==> src/rtl/imem_boot_loader.sv <==
// -----------------------------------------------------------------------------
// imem_boot_loader
//
// Purpose:
//   Boot-time front end of the single-cycle CPU. It takes a byte stream over a
//   valid/ready port and assembles little-endian 32-bit instruction words. Each
//   word is written into instruction memory. The stream is checked against a
//   trailing XOR checksum. A good checksum raises start, which is sticky and
//   releases the CPU. A bad checksum or an oversize word count raises error,
//   which is also sticky, and start stays low.
//
// Frame on the wire:
//   CNT_LO, CNT_HI   16-bit word count N (little-endian)
//   4*N data bytes   each word little-endian (first byte = bits[7:0])
//   CHK              XOR of all data bytes (0x00 when N = 0)
//
// Ports:
//   clk           rising-edge clock
//   rst           asynchronous active-high reset
//   in_valid      in_data holds a byte
//   in_data       stream byte
//   in_ready      loader accepts a byte this cycle (registered)
//   imem_we       one-cycle instruction-memory write strobe
//   imem_addr     word address, valid while imem_we = 1
//   imem_wdata    instruction word, valid while imem_we = 1
//   start         CPU run enable, sticky until rst
//   busy          load in progress
//   error         load failed, sticky until rst
//   words_loaded  number of words written so far
// -----------------------------------------------------------------------------
module imem_boot_loader #(
   parameter int ADDR_W    = 8,
   parameter int BASE_ADDR = 0,
   parameter int MAX_WORDS = 256
) (
   input  logic              clk,
   input  logic              rst,
   input  logic              in_valid,
   input  logic [7:0]        in_data,
   output logic              in_ready,
   output logic              imem_we,
   output logic [ADDR_W-1:0] imem_addr,
   output logic [31:0]       imem_wdata,
   output logic              start,
   output logic              busy,
   output logic              error,
   output logic [ADDR_W:0]   words_loaded
);

   typedef enum logic [2:0] {
      S_CNT_LO,
      S_CNT_HI,
      S_DATA,
      S_CHK,
      S_DONE,
      S_ERR
   } state_t;

   localparam logic [ADDR_W-1:0] BASE_A      = ADDR_W'(BASE_ADDR);
   localparam logic [31:0]       MAX_WORDS_U = 32'(MAX_WORDS);

   state_t            state_q, state_d;
   logic [7:0]        cnt_lo_q, cnt_lo_d;
   logic [15:0]       words_left_q, words_left_d;
   logic [1:0]        byte_idx_q, byte_idx_d;
   logic [23:0]       word_buf_q, word_buf_d;
   logic [7:0]        xor_q, xor_d;
   logic [ADDR_W-1:0] waddr_q, waddr_d;
   logic              in_ready_q, in_ready_d;
   logic              imem_we_q, imem_we_d;
   logic [ADDR_W-1:0] imem_addr_q, imem_addr_d;
   logic [31:0]       imem_wdata_q, imem_wdata_d;
   logic              start_q, start_d;
   logic              busy_q, busy_d;
   logic              error_q, error_d;
   logic [ADDR_W:0]   words_loaded_q, words_loaded_d;

   logic              accept;
   logic [15:0]       count_full;

   // in_ready is a flop, so a byte can only be taken while the FSM is known
   // to be in a receiving state. Once a terminal state is reached, no further
   // byte is consumed.
   assign accept     = in_valid && in_ready_q;
   assign count_full = {in_data, cnt_lo_q};

   always_comb begin
      state_d        = state_q;
      cnt_lo_d       = cnt_lo_q;
      words_left_d   = words_left_q;
      byte_idx_d     = byte_idx_q;
      word_buf_d     = word_buf_q;
      xor_d          = xor_q;
      waddr_d        = waddr_q;
      imem_we_d      = 1'b0;
      imem_addr_d    = imem_addr_q;
      imem_wdata_d   = imem_wdata_q;
      words_loaded_d = words_loaded_q;
      start_d        = start_q;
      error_d        = error_q;

      case (state_q)
         S_CNT_LO: begin
            if (accept) begin
               cnt_lo_d = in_data;
               state_d  = S_CNT_HI;
            end
         end

         S_CNT_HI: begin
            if (accept) begin
               xor_d      = 8'h00;
               byte_idx_d = 2'd0;
               waddr_d    = BASE_A;
               if ({16'd0, count_full} > MAX_WORDS_U) begin
                  state_d = S_ERR;
                  error_d = 1'b1;
               end else if (count_full == 16'd0) begin
                  state_d = S_CHK;
               end else begin
                  words_left_d = count_full;
                  state_d      = S_DATA;
               end
            end
         end

         S_DATA: begin
            if (accept) begin
               xor_d      = xor_q ^ in_data;
               byte_idx_d = byte_idx_q + 2'd1;
               case (byte_idx_q)
                  2'd0: word_buf_d[7:0]   = in_data;
                  2'd1: word_buf_d[15:8]  = in_data;
                  2'd2: word_buf_d[23:16] = in_data;
                  default: begin
                     // The 4th byte completes the word. It goes straight into
                     // the write register, so the strobe appears on the next
                     // edge without staging.
                     imem_we_d      = 1'b1;
                     imem_addr_d    = waddr_q;
                     imem_wdata_d   = {in_data, word_buf_q};
                     waddr_d        = waddr_q + {{(ADDR_W-1){1'b0}}, 1'b1};
                     words_loaded_d = words_loaded_q + (ADDR_W+1)'(1);
                     words_left_d   = words_left_q - 16'd1;
                     if (words_left_q == 16'd1) begin
                        state_d = S_CHK;
                     end
                  end
               endcase
            end
         end

         S_CHK: begin
            if (accept) begin
               if (in_data == xor_q) begin
                  state_d = S_DONE;
                  start_d = 1'b1;
               end else begin
                  state_d = S_ERR;
                  error_d = 1'b1;
               end
            end
         end

         default: begin
            // S_DONE / S_ERR hold until reset.
         end
      endcase

      // Handshake and status follow the next state. This makes in_ready and
      // busy drop on the same edge that enters a terminal state.
      in_ready_d = (state_d != S_DONE) && (state_d != S_ERR);
      busy_d     = (state_d == S_CNT_HI) || (state_d == S_DATA) || (state_d == S_CHK);
   end

   always_ff @(posedge clk or posedge rst) begin
      if (rst) begin
         state_q        <= S_CNT_LO;
         cnt_lo_q       <= 8'h00;
         words_left_q   <= 16'd0;
         byte_idx_q     <= 2'd0;
         word_buf_q     <= 24'd0;
         xor_q          <= 8'h00;
         waddr_q        <= '0;
         in_ready_q     <= 1'b0;
         imem_we_q      <= 1'b0;
         imem_addr_q    <= '0;
         imem_wdata_q   <= 32'd0;
         start_q        <= 1'b0;
         busy_q         <= 1'b0;
         error_q        <= 1'b0;
         words_loaded_q <= '0;
      end else begin
         state_q        <= state_d;
         cnt_lo_q       <= cnt_lo_d;
         words_left_q   <= words_left_d;
         byte_idx_q     <= byte_idx_d;
         word_buf_q     <= word_buf_d;
         xor_q          <= xor_d;
         waddr_q        <= waddr_d;
         in_ready_q     <= in_ready_d;
         imem_we_q      <= imem_we_d;
         imem_addr_q    <= imem_addr_d;
         imem_wdata_q   <= imem_wdata_d;
         start_q        <= start_d;
         busy_q         <= busy_d;
         error_q        <= error_d;
         words_loaded_q <= words_loaded_d;
      end
   end

   assign in_ready     = in_ready_q;
   assign imem_we      = imem_we_q;
   assign imem_addr    = imem_addr_q;
   assign imem_wdata   = imem_wdata_q;
   assign start        = start_q;
   assign busy         = busy_q;
   assign error        = error_q;
   assign words_loaded = words_loaded_q;

endmodule

==> config.mk <==
export PLATFORM = sky130hd
export DESIGN_NAME = imem_boot_loader
export DESIGN_NICKNAME = d
export VERILOG_FILES = /design/src/rtl/imem_boot_loader.sv
export SDC_FILE = /design/constraint.sdc
export NUM_CORES = 1
export LEC_CHECK = 0
export CAP_MARGIN = 20
export CORE_MARGIN = 4
export CORE_UTILIZATION = 30
export CTS_CLUSTER_DIAMETER = 50
export DETAILED_ROUTE_END_ITERATION = 8
export GPL_TIMING_DRIVEN = 0
export HOLD_SLACK_MARGIN = 0.06
export PLACE_DENSITY = 0.55
export SYNTH_ARGS = -nofsm -noshare
export SYNTH_HDL_FRONTEND = slang
export SYNTH_SLANG_ARGS = --single-unit
==> constraint.sdc <==
create_clock -name clk -period 5.5 [get_ports clk]
set_input_delay 1.1 -clock clk [delete_from_list [all_inputs] [get_ports clk]]
set_output_delay 1.1 -clock clk [all_outputs]
set_load 0.05 [all_outputs]
==> metrics.cfg, run 1 <==
[run_status]
status = finished, final reports clean

[final_layout]
fin_cells = 792
final_util = 0.393
final_cell_area_um2 = 7110
regArea_um2 = 3080
multi_input_area_um2 = 2280
final_common_cell = dfrtp_1
area_growth_syn_to_layout_pct = 27.9
fin_nets = 569
fillCellCount = 1711
layout-drive-gt1-share = 0.231
layout_common_cells = dfrtp_1, mux2_2, clkdlybuf4s50_1, nand2_1, o21ai_0
n_antenna_cell = 0

[yosys]
syn_area_um2 = 5560
synth.avg_cell_area_um2 = 11.8
yosys_most_used_dff = dfrtp_1
synth-edff-count = 0
synth_area_leader_cell = dfrtp_1
async_flop_share = 1.00
yosys_warnings = 0
ys_types = 53
ys_ff_latch = 123
synth_area_leaders = dfrtp_1, mux2_2, nand2_1
yosysSeqAreaShare = 0.554
yosysTopAreaCellShare = 0.554
syn_nets = 492
syn_inst = 473

[detailed_routing]
num_vias = 3967
dr_wl_met2_um = 6350
route.detailed.drc = 0
firstDrtPassIters = 5
wl_met1_um = 5890
maxUsedRoutingLayer = met4
drtAntennaViolNets = 0
wl_per_cell_um = 17.1
wl_met3_um = 1000
first_iter_violations = 187
postRouteWirelength_um = 13600
viasPerCell = 5.01

[sta]
setup_viol = 0
fin_ws_ps = 2560
holdWs_ps = 484
rsz0062_at_grt = false
slew_headroom = 0.525
drv_slew = 0
period_share = 0.534
final-hold-violation-count = 0
final.setup.tns_ps = 0
worst_slew_pin_slew_ps = 709
fmax_ghz = 0.341
min_period_ps = 2940
fin_skew_ps = 9.52

[clock_tree]
clockBufferDepth = 2
hold_buffers = 0
clock_sinks = 123
clkLatencyLatePin_ps = 420
post-cts-setup-buffers = 0
clockRootBuffer = clkbuf_16
clkTransAtPathRegs_ps = 50
cts_made_buffers = 17
cts.htree.levels = 4
ctsResizeCount = 0
tritoncts = yes

[placement]
gp_congestion = 0.836
dp.cells = 760
placed_area_um2 = 6450
pre_cts_slack_ps = 2150
numPortBuffers = 57
dpl.hpwl_um = 9240

[pwr]
seqPwrFrac = 0.399
p_per_area_nw_per_um2 = 388
p_sw_frac = 0.274
ir_drop_mv = 0.240
internal_power_mw = 2.00
p_total_mw = 2.76
combPwrFrac = 0.150
power_leakage_nw = 3.18
pwr-share-clk = 0.451
p_switching_uw = 757

[floorplanning]
die_y_um = 144
die_area_um2 = 20800
core_um2 = 18100
die_x_um = 144
start_util = 0.307
pin_count = 65
fp-row-count = 49

[worst_setup_path]
critPathMaxFanout = 10
crit_top_cell = nand2_1
end_kind = register
cp_slowest_stage_delay_ps = 570
path_cells = clkdlybuf4s50_1, nand2_1, or2_2, nor3_2, buf_2, nand2_1, mux2_2
cp.arrival_ps = 3230
required_ps = 5800
cp_slowest_cell = clkdlybuf4s50_1
path_class = primary input to register
start_kind = primary input

[global_routing]
grt_usage = 0.139
grt_pass1_wl_um = 22100
grt-ovfl-total = 0
grt_pass1_vias = 4163
grt_max_degree = 77
antenna_found_initial = 0

[job]
drv_cap = 0

[hold_path]
hold_class = register to register

-- layer usage --
layer,track usage,up-vias
met5,0,-
met4,0.0610,0
met3,0.0489,24
met2,0.215,129
met1,0.175,1965
li1,-,1849
-- synthesized netlist by cell type, drive strengths merged (2+ instances only) --
| cell | instances |
|---|---|
| nor3 | 8 |
| nor3b | 3 |
| inv | 12 |
| nand2b | 4 |
| o22ai | 3 |
| o31ai | 5 |
| a22o | 4 |
| o211ai | 4 |
| xor2 | 7 |
| dfrtp | 123 |
| and3 | 3 |
| nor2 | 22 |
| and2 | 4 |
| and4 | 2 |
| xnor2 | 16 |
| o2bb2ai | 3 |
| nand2 | 41 |
| a21oi | 12 |
| mux2 | 73 |
| nand4 | 14 |
| ha | 8 |
| nor4 | 4 |
| a31oi | 10 |
| o32ai | 2 |
| or3 | 2 |
| o21ai | 28 |
| nand3 | 10 |
| clkbuf | 13 |
| buf | 16 |
| and3b | 2 |
-- power groups by stage --
stage / Sequential [mW] / Clock (mW) / Combinational, mW
after floorplan: 1.12 / 0 / 0.275
after global placement: 1.11 / 0 / 0.402
after detailed placement: 1.11 / 0 / 0.415
after global routing: 1.12 / 1.31 / 0.457
after CTS: 1.10 / 1.27 / 0.416
final: 1.10 / 1.24 / 0.414
-- cell type report --
| class | count | share of cell area |
|---|---|---|
| timing repair buffer | 58 | 0.0841 |
| sequential | 123 | 0.433 |
| tap | 229 | 0.0403 |
| buffer | 29 | 0.0220 |
| clock buffer | 21 | 0.0662 |
| multi-input combinational | 309 | 0.321 |
| inverter | 12 | 0.00704 |
| clock inverter | 11 | 0.0268 |
-- path summary, 6_finish.rpt --
check | from | end | slack, ps | cells after the start
worst max-delay path | in_valid | word_buf_q[4]$_DFFE_PP0P_ | 2560 | 7
worst min-delay path | start$_DFFE_PP0P_ | start$_DFFE_PP0P_ | 480 | 1
worst max register to register | state_q[0]$_DFF_PP0_ | imem_wdata[19]$_DFFE_PP0P_ | 3210 | 7
worst min register to register | start$_DFFE_PP0P_ | start$_DFFE_PP0P_ | 480 | 1
max in group asynchronous | rst | imem_addr[4]$_DFFE_PP0P_ | 3700 | 3
min in group asynchronous | rst | word_buf_q[1]$_DFFE_PP0P_ | 1090 | 2
-- critical path, delay by kind of cell --
family                 cells  cell delay [ps]
multiplexers               1              360
buffers and inverters      2              840
AND/OR/NAND/NOR            4              930
-- sequential cells by signal (all words and copies together), names as in the netlist --
signal        flops
imem_addr         8
imem_wdata       32
start             1
in_ready          1
words_left_q     16
words_loaded      9
waddr_q           8
byte_idx_q        2
cnt_lo_q          8
imem_we           1
word_buf_q       24
state_q           3
error             1
xor_q             8
busy              1
-- logic make-up (layout without fill, tap and decap cells) --
kind of cell / Yosys count / after routing / share of synthesized area
DFF: 123 / 123 / 0.554
and+or+nand+nor: 123 / 123 / 0.113
AOI/OAI and AO/OA: 82 / 82 / 0.0952
muxes: 73 / 73 / 0.148
buffers and inverters: 41 / 131 / 0.0362
xor gates and xnor gates: 23 / 23 / 0.0362
adders and majority gates: 8 / 8 / 0.0180
Power figures use the tool's default switching activity.
==> inputs of run 2 (changes only) <==
PLACE_DENSITY = 0.57   (was 0.55)
clock period = 2.6 ns   (was 5.5 ns; I/O delays follow)
==> run 2 against run 1 <==
Effect of this change:
- non-clock buffer count rose by 2
- highest routed layer unchanged
- largest power group is now sequential cells
- routed wire length rose by 2.3%
- clock power rose by 81%
- critical endpoint is now word_buf_q[6]$_DFFE_PP0P_
- final cell count rose by 0.25%
- cell area fell by 0.88%
- sequential power rose by 110%
- clock skew fell by 2.7 ps
==> metrics.cfg, run 2 (synthesis results as in run 1) <==
[floorplanning]
die_area_um2 = 20800
core_um2 = 18100
pin_count = 65
die_x_um = 144
die_y_um = 144
fp-row-count = 49
start_util = 0.307

[worst_setup_path]
reg2regPathDepth = 7
critPathMaxFanout = 10
r2r_slack_ps = 250
worstReg2RegStart = state_q[0]$_DFF_PP0_
start_kind = primary input
required_ps = 2890
regToRegEndpoint = imem_wdata[27]$_DFFE_PP0P_
cp.arrival_ps = 2660
end_kind = register
path_class = primary input to register

[clock_tree]
clkTransAtPathRegs_ps = 50
tritoncts = yes
cts_made_buffers = 17
clock_sinks = 123
post-cts-setup-buffers = 0
ctsResizeCount = 0
hold_buffers = 0
clockRootBuffer = clkbuf_16
clockBufferDepth = 2
cts.htree.levels = 4
clkLatencyLatePin_ps = 410

[detailed_routing]
first_iter_violations = 260
postRouteWirelength_um = 13900
viasPerCell = 5.09
firstDrtPassIters = 4
route.detailed.drc = 0
wl_per_cell_um = 17.5
drtAntennaViolNets = 0
num_vias = 4045

[global_routing]
grt_pass1_wl_um = 22700
grt_max_degree = 45
grt_pass1_vias = 4364
grt_busiest_layer = met2
grt_use_met1 = 0.182
grt_use_met2 = 0.226
grt_usage = 0.142
grt-ovfl-total = 0
antenna_found_initial = 0
use_met3 = 0.0463

[pwr]
seqPwrFrac = 0.428
p_per_area_nw_per_um2 = 777
p_switching_mw = 1.62
internal_power_mw = 3.86
ir_drop_mv = 0.565
combPwrFrac = 0.160
p_sw_frac = 0.295
power_leakage_nw = 3.13
pwr-share-clk = 0.411

[sta]
final-hold-violation-count = 0
drv_slew = 0
setup_viol = 0
worst_slew_pin_slew_ps = 750
fin_ws_ps = 232
fin_skew_ps = 6.84
fmax_ghz = 0.422
period_share = 0.911
holdWs_ps = 441
rsz0062_at_grt = false
min_period_ps = 2370
slew_headroom = 0.500

[run_status]
status = finished, final reports clean

[final_layout]
area_growth_syn_to_layout_pct = 26.8
layout-drive-gt1-share = 0.230
n_antenna_cell = 0
largest_register_ffs = 32
layout_common_cells = dfrtp_1, mux2_2, clkdlybuf4s50_1, nand2_1, o21ai_0
fin_nets = 571
fillCellCount = 1717
multi_input_area_um2 = 2280
final_common_cell = dfrtp_1
regArea_um2 = 3080

[hold_path]
hold_class = primary input to async pin

[placement]
pre_cts_slack_ps = -169
dpl.hpwl_um = 9420
numPortBuffers = 57
gp_congestion = 0.826

[job]
drv_cap = 0

run 2: changes by cell type in the layout (fill, tap and decap cells not counted):
cell / previous run / this run
buf_12: 0 / 3
bufinv_16: 5 / 1
buf_16: 1 / 0
clkbuf_1: 13 / 15
clkinvlp_4: 1 / 4
clkinv_2: 3 / 2
run 2: through the flow:
stage	total power, mW	util	cells	cell area, um^2	TNS, ps
after global placement	3.20	0.355	759	6420	-68040
after detailed placement	3.24	0.358	762	6480	-2830
after floorplan	2.96	-	473	5560	0
after global routing	5.76	0.390	794	7050	0
final	5.48	0.390	794	7050	0
after CTS	5.53	0.390	794	7050	0
run 2: critical path, stage by stage:
cell,delay [ps]
clkdlybuf4s50_1,560
nand2_1,110
or2_2,340
nor3_2,220
buf_2,280
nand2_1,270
mux2_2,360
run 2: area by class of cell:
type / count / area share
Sequential cell: 123 / 0.437
Buffer: 29 / 0.0222
Tap cell: 229 / 0.0407
Inverter: 12 / 0.00692
Clock inverter: 9 / 0.0126
Multi-Input combinational cell: 309 / 0.324
Timing Repair Buffer: 60 / 0.0895
Clock buffer: 23 / 0.0678
run 2: metal layers:
| layer | share of wire | up-vias |
|---|---|---|
| li1 | - | 1853 |
| met1 | 0.43 | 2021 |
| met2 | 0.48 | 148 |
| met3 | 0.069 | 23 |
| met4 | 0.023 | 0 |
| met5 | 0 | - |
run 2: power groups by stage:
stage	clock, mW	sequential, mW	combinational, mW
after floorplan	0	2.37	0.582
after global placement	0	2.36	0.844
after detailed placement	0	2.37	0.875
after CTS	2.31	2.34	0.883
after global routing	2.40	2.37	0.986
final	2.25	2.35	0.877
run 2: how the worst max path moves through the flow:
stage	endpoint	depth (start not counted)	startpoint
2_1_floorplan	word_buf_q[0]$_DFFE_PP0P_	6	in_ready$_DFF_PP0_
3_3_place_gp	imem_addr[2]$_DFFE_PP0P_	2	rst
3_5_place_dp	word_buf_q[5]$_DFFE_PP0P_	7	in_valid
4_1_cts	imem_wdata[27]$_DFFE_PP0P_	7	state_q[2]$_DFF_PP0_
5_1_grt	imem_wdata[27]$_DFFE_PP0P_	7	state_q[2]$_DFF_PP0_
6_report	word_buf_q[6]$_DFFE_PP0P_	7	in_valid
==> inputs of run 3 (changes only) <==
CELL_PAD_IN_SITES_DETAIL_PLACEMENT = 0   (was default)
CELL_PAD_IN_SITES_GLOBAL_PLACEMENT = 1   (was default)
CORE_MARGIN = default   (was 4)
GPL_TIMING_DRIVEN = 1   (was 0)
PLACE_DENSITY = 0.66   (was 0.57)
==> run 3 against run 2 <==
Effect of this change:
- the flow now finishes with violations (design-rule violations)
- die area decreased by 8.2%
- clock power increased by 18%
- hold slack improved by 21 ps
- sequential power about the same
- register-to-register slack improved by 160 ps
- flip-flop and latch count unchanged
- non-clock buffer count increased by 2
- sequential share of layout area decreased by 1.1 points
- routed wire length decreased by 2.9%
- clock skew increased by 3.2 ps
- largest cell class unchanged
==> metrics.cfg, run 3 (synthesis results as in run 1) <==
[final_layout]
area_growth_syn_to_layout_pct = 30.2
layout_common_cells = dfrtp_1, mux2_2, clkdlybuf4s50_1, nand2_1, o21ai_0
fin_cells = 796
largest_register_ffs = 32
layout-drive-gt1-share = 0.245
fin_nets = 573
n_antenna_cell = 0
final_common_cell = dfrtp_1

[sta]
fmax_ghz = 0.444
rsz0062_at_grt = false
final.setup.tns_ps = 0
min_period_ps = 2250
setup_viol = 0
slew_headroom = 0.534
worst_slew_pin_slew_ps = 692
period_share = 0.867
final-hold-violation-count = 0
drv_slew = 0
fin_skew_ps = 9.99

[detailed_routing]
route.detailed.drc = 6
postRouteWirelength_um = 13500
viasPerCell = 4.98
firstDrtPassIters = 6
drtAntennaViolNets = 0
wl_per_cell_um = 16.9
num_vias = 3964
first_iter_violations = 201

[clock_tree]
clkLatencyLatePin_ps = 420
ctsResizeCount = 0
clockBufferDepth = 2
cts.htree.levels = 4
clock_sinks = 123
post-cts-setup-buffers = 0
clkTransAtPathRegs_ps = 60
clockRootBuffer = clkbuf_16
tritoncts = yes
hold_buffers = 0
cts_made_buffers = 17

[placement]
dp.cells = 764
numPortBuffers = 64
dpl.hpwl_um = 9230
gp_congestion = 0.769

[worst_setup_path]
end_kind = output pin
start_kind = register
required_ps = 2080
cp_slowest_cell = clkdlybuf4s50_1
cp.arrival_ps = 1730
path_class = register to output pin
path_cells = clkdlybuf4s50_1
path_buf_inv = 1
critPathMaxFanout = 6
cp_top_family = buffers and inverters
cp_slowest_stage_delay_ps = 850

[global_routing]
grt_usage = 0.150
grt_pass1_wl_um = 22100
grt_max_degree = 39
antenna_found_initial = 2
grt-ovfl-total = 0
grt_pass1_vias = 4039

[floorplanning]
core_um2 = 18100
die_x_um = 138
pin_count = 65
fp-row-count = 49
die_y_um = 138
start_util = 0.307
die_area_um2 = 19100

[run_status]
status = finished with violations
violations = design-rule violations

[pwr]
ir_drop_mv = 0.552
p_per_area_nw_per_um2 = 812
power_leakage_nw = 3.23

[hold_path]
hold_class = primary input to async pin

[job]
drv_cap = 0

## run 3: metrics by stage
stage                util  power (mW)  hold slack, ps  cell area [um^2]  worst slack (ps)
finish              0.400        5.88             462              7240               347
global route        0.400        6.14             483              7240               182
CTS                 0.400        5.93             463              7240               330
detailed placement  0.364        3.26             463              6580             -90.1
global placement    0.364        3.23             460              6580             -45.8
floorplan               -        2.96             458              5560               493
## run 3: path summary, 6_finish.rpt
kind,start,to,slack [ps],cells after the start
max in group asynchronous,rst,words_left_q[1]$_DFFE_PP0P_,1450,3
min reg2reg,error$_DFFE_PP0P_,error$_DFFE_PP0P_,470,1
max reg2reg,words_left_q[0]$_DFFE_PP0P_,words_left_q[10]$_DFFE_PP0P_,410,7
min in group clk,error$_DFFE_PP0P_,error$_DFFE_PP0P_,470,1
min,rst,imem_wdata[9]$_DFFE_PP0P_,460,2
max,words_loaded[0]$_DFFE_PP0P_,words_loaded[0],350,1
## run 3: worst reg2reg max path, stage by stage (launching register included)
cell and delay, ps:
dfrtp_1 390, inv_1 110, ha_1 220, nor4b_1 580
nand2_1 220, o31ai_1 240, a31oi_1 110, a41o_1 210
## run 3: layout make-up
type / count / area (um^2)
clock inverter: 10 / 186
clock buffer: 22 / 474
timing repair buffer: 91 / 881
tap: 229 / 287
fill: 1711 / 10900
multi-input combinational: 309 / 2280
inverter: 12 / 48.8
sequential: 123 / 3080
## run 3: metal layers
| layer | global-route usage | vias to the layer above | part of all wire |
|---|---|---|---|
| met3 | 0.0360 | 20 | 0.041 |
| met2 | 0.238 | 86 | 0.47 |
| met1 | 0.193 | 2003 | 0.47 |
| li1 | - | 1851 | - |
| met5 | 0 | - | 0.0020 |
| met4 | 0.0698 | 4 | 0.014 |
## run 3: power breakdown
group / switching, mW / internal [mW] / leakage (nW) / total (mW)
logic: 0.487 / 0.357 / 1.24 / 0.843
clock network: 0.869 / 1.78 / 0.325 / 2.65
registers: 0.255 / 2.13 / 1.66 / 2.38
total: 1.61 / 4.27 / 3.23 / 5.88
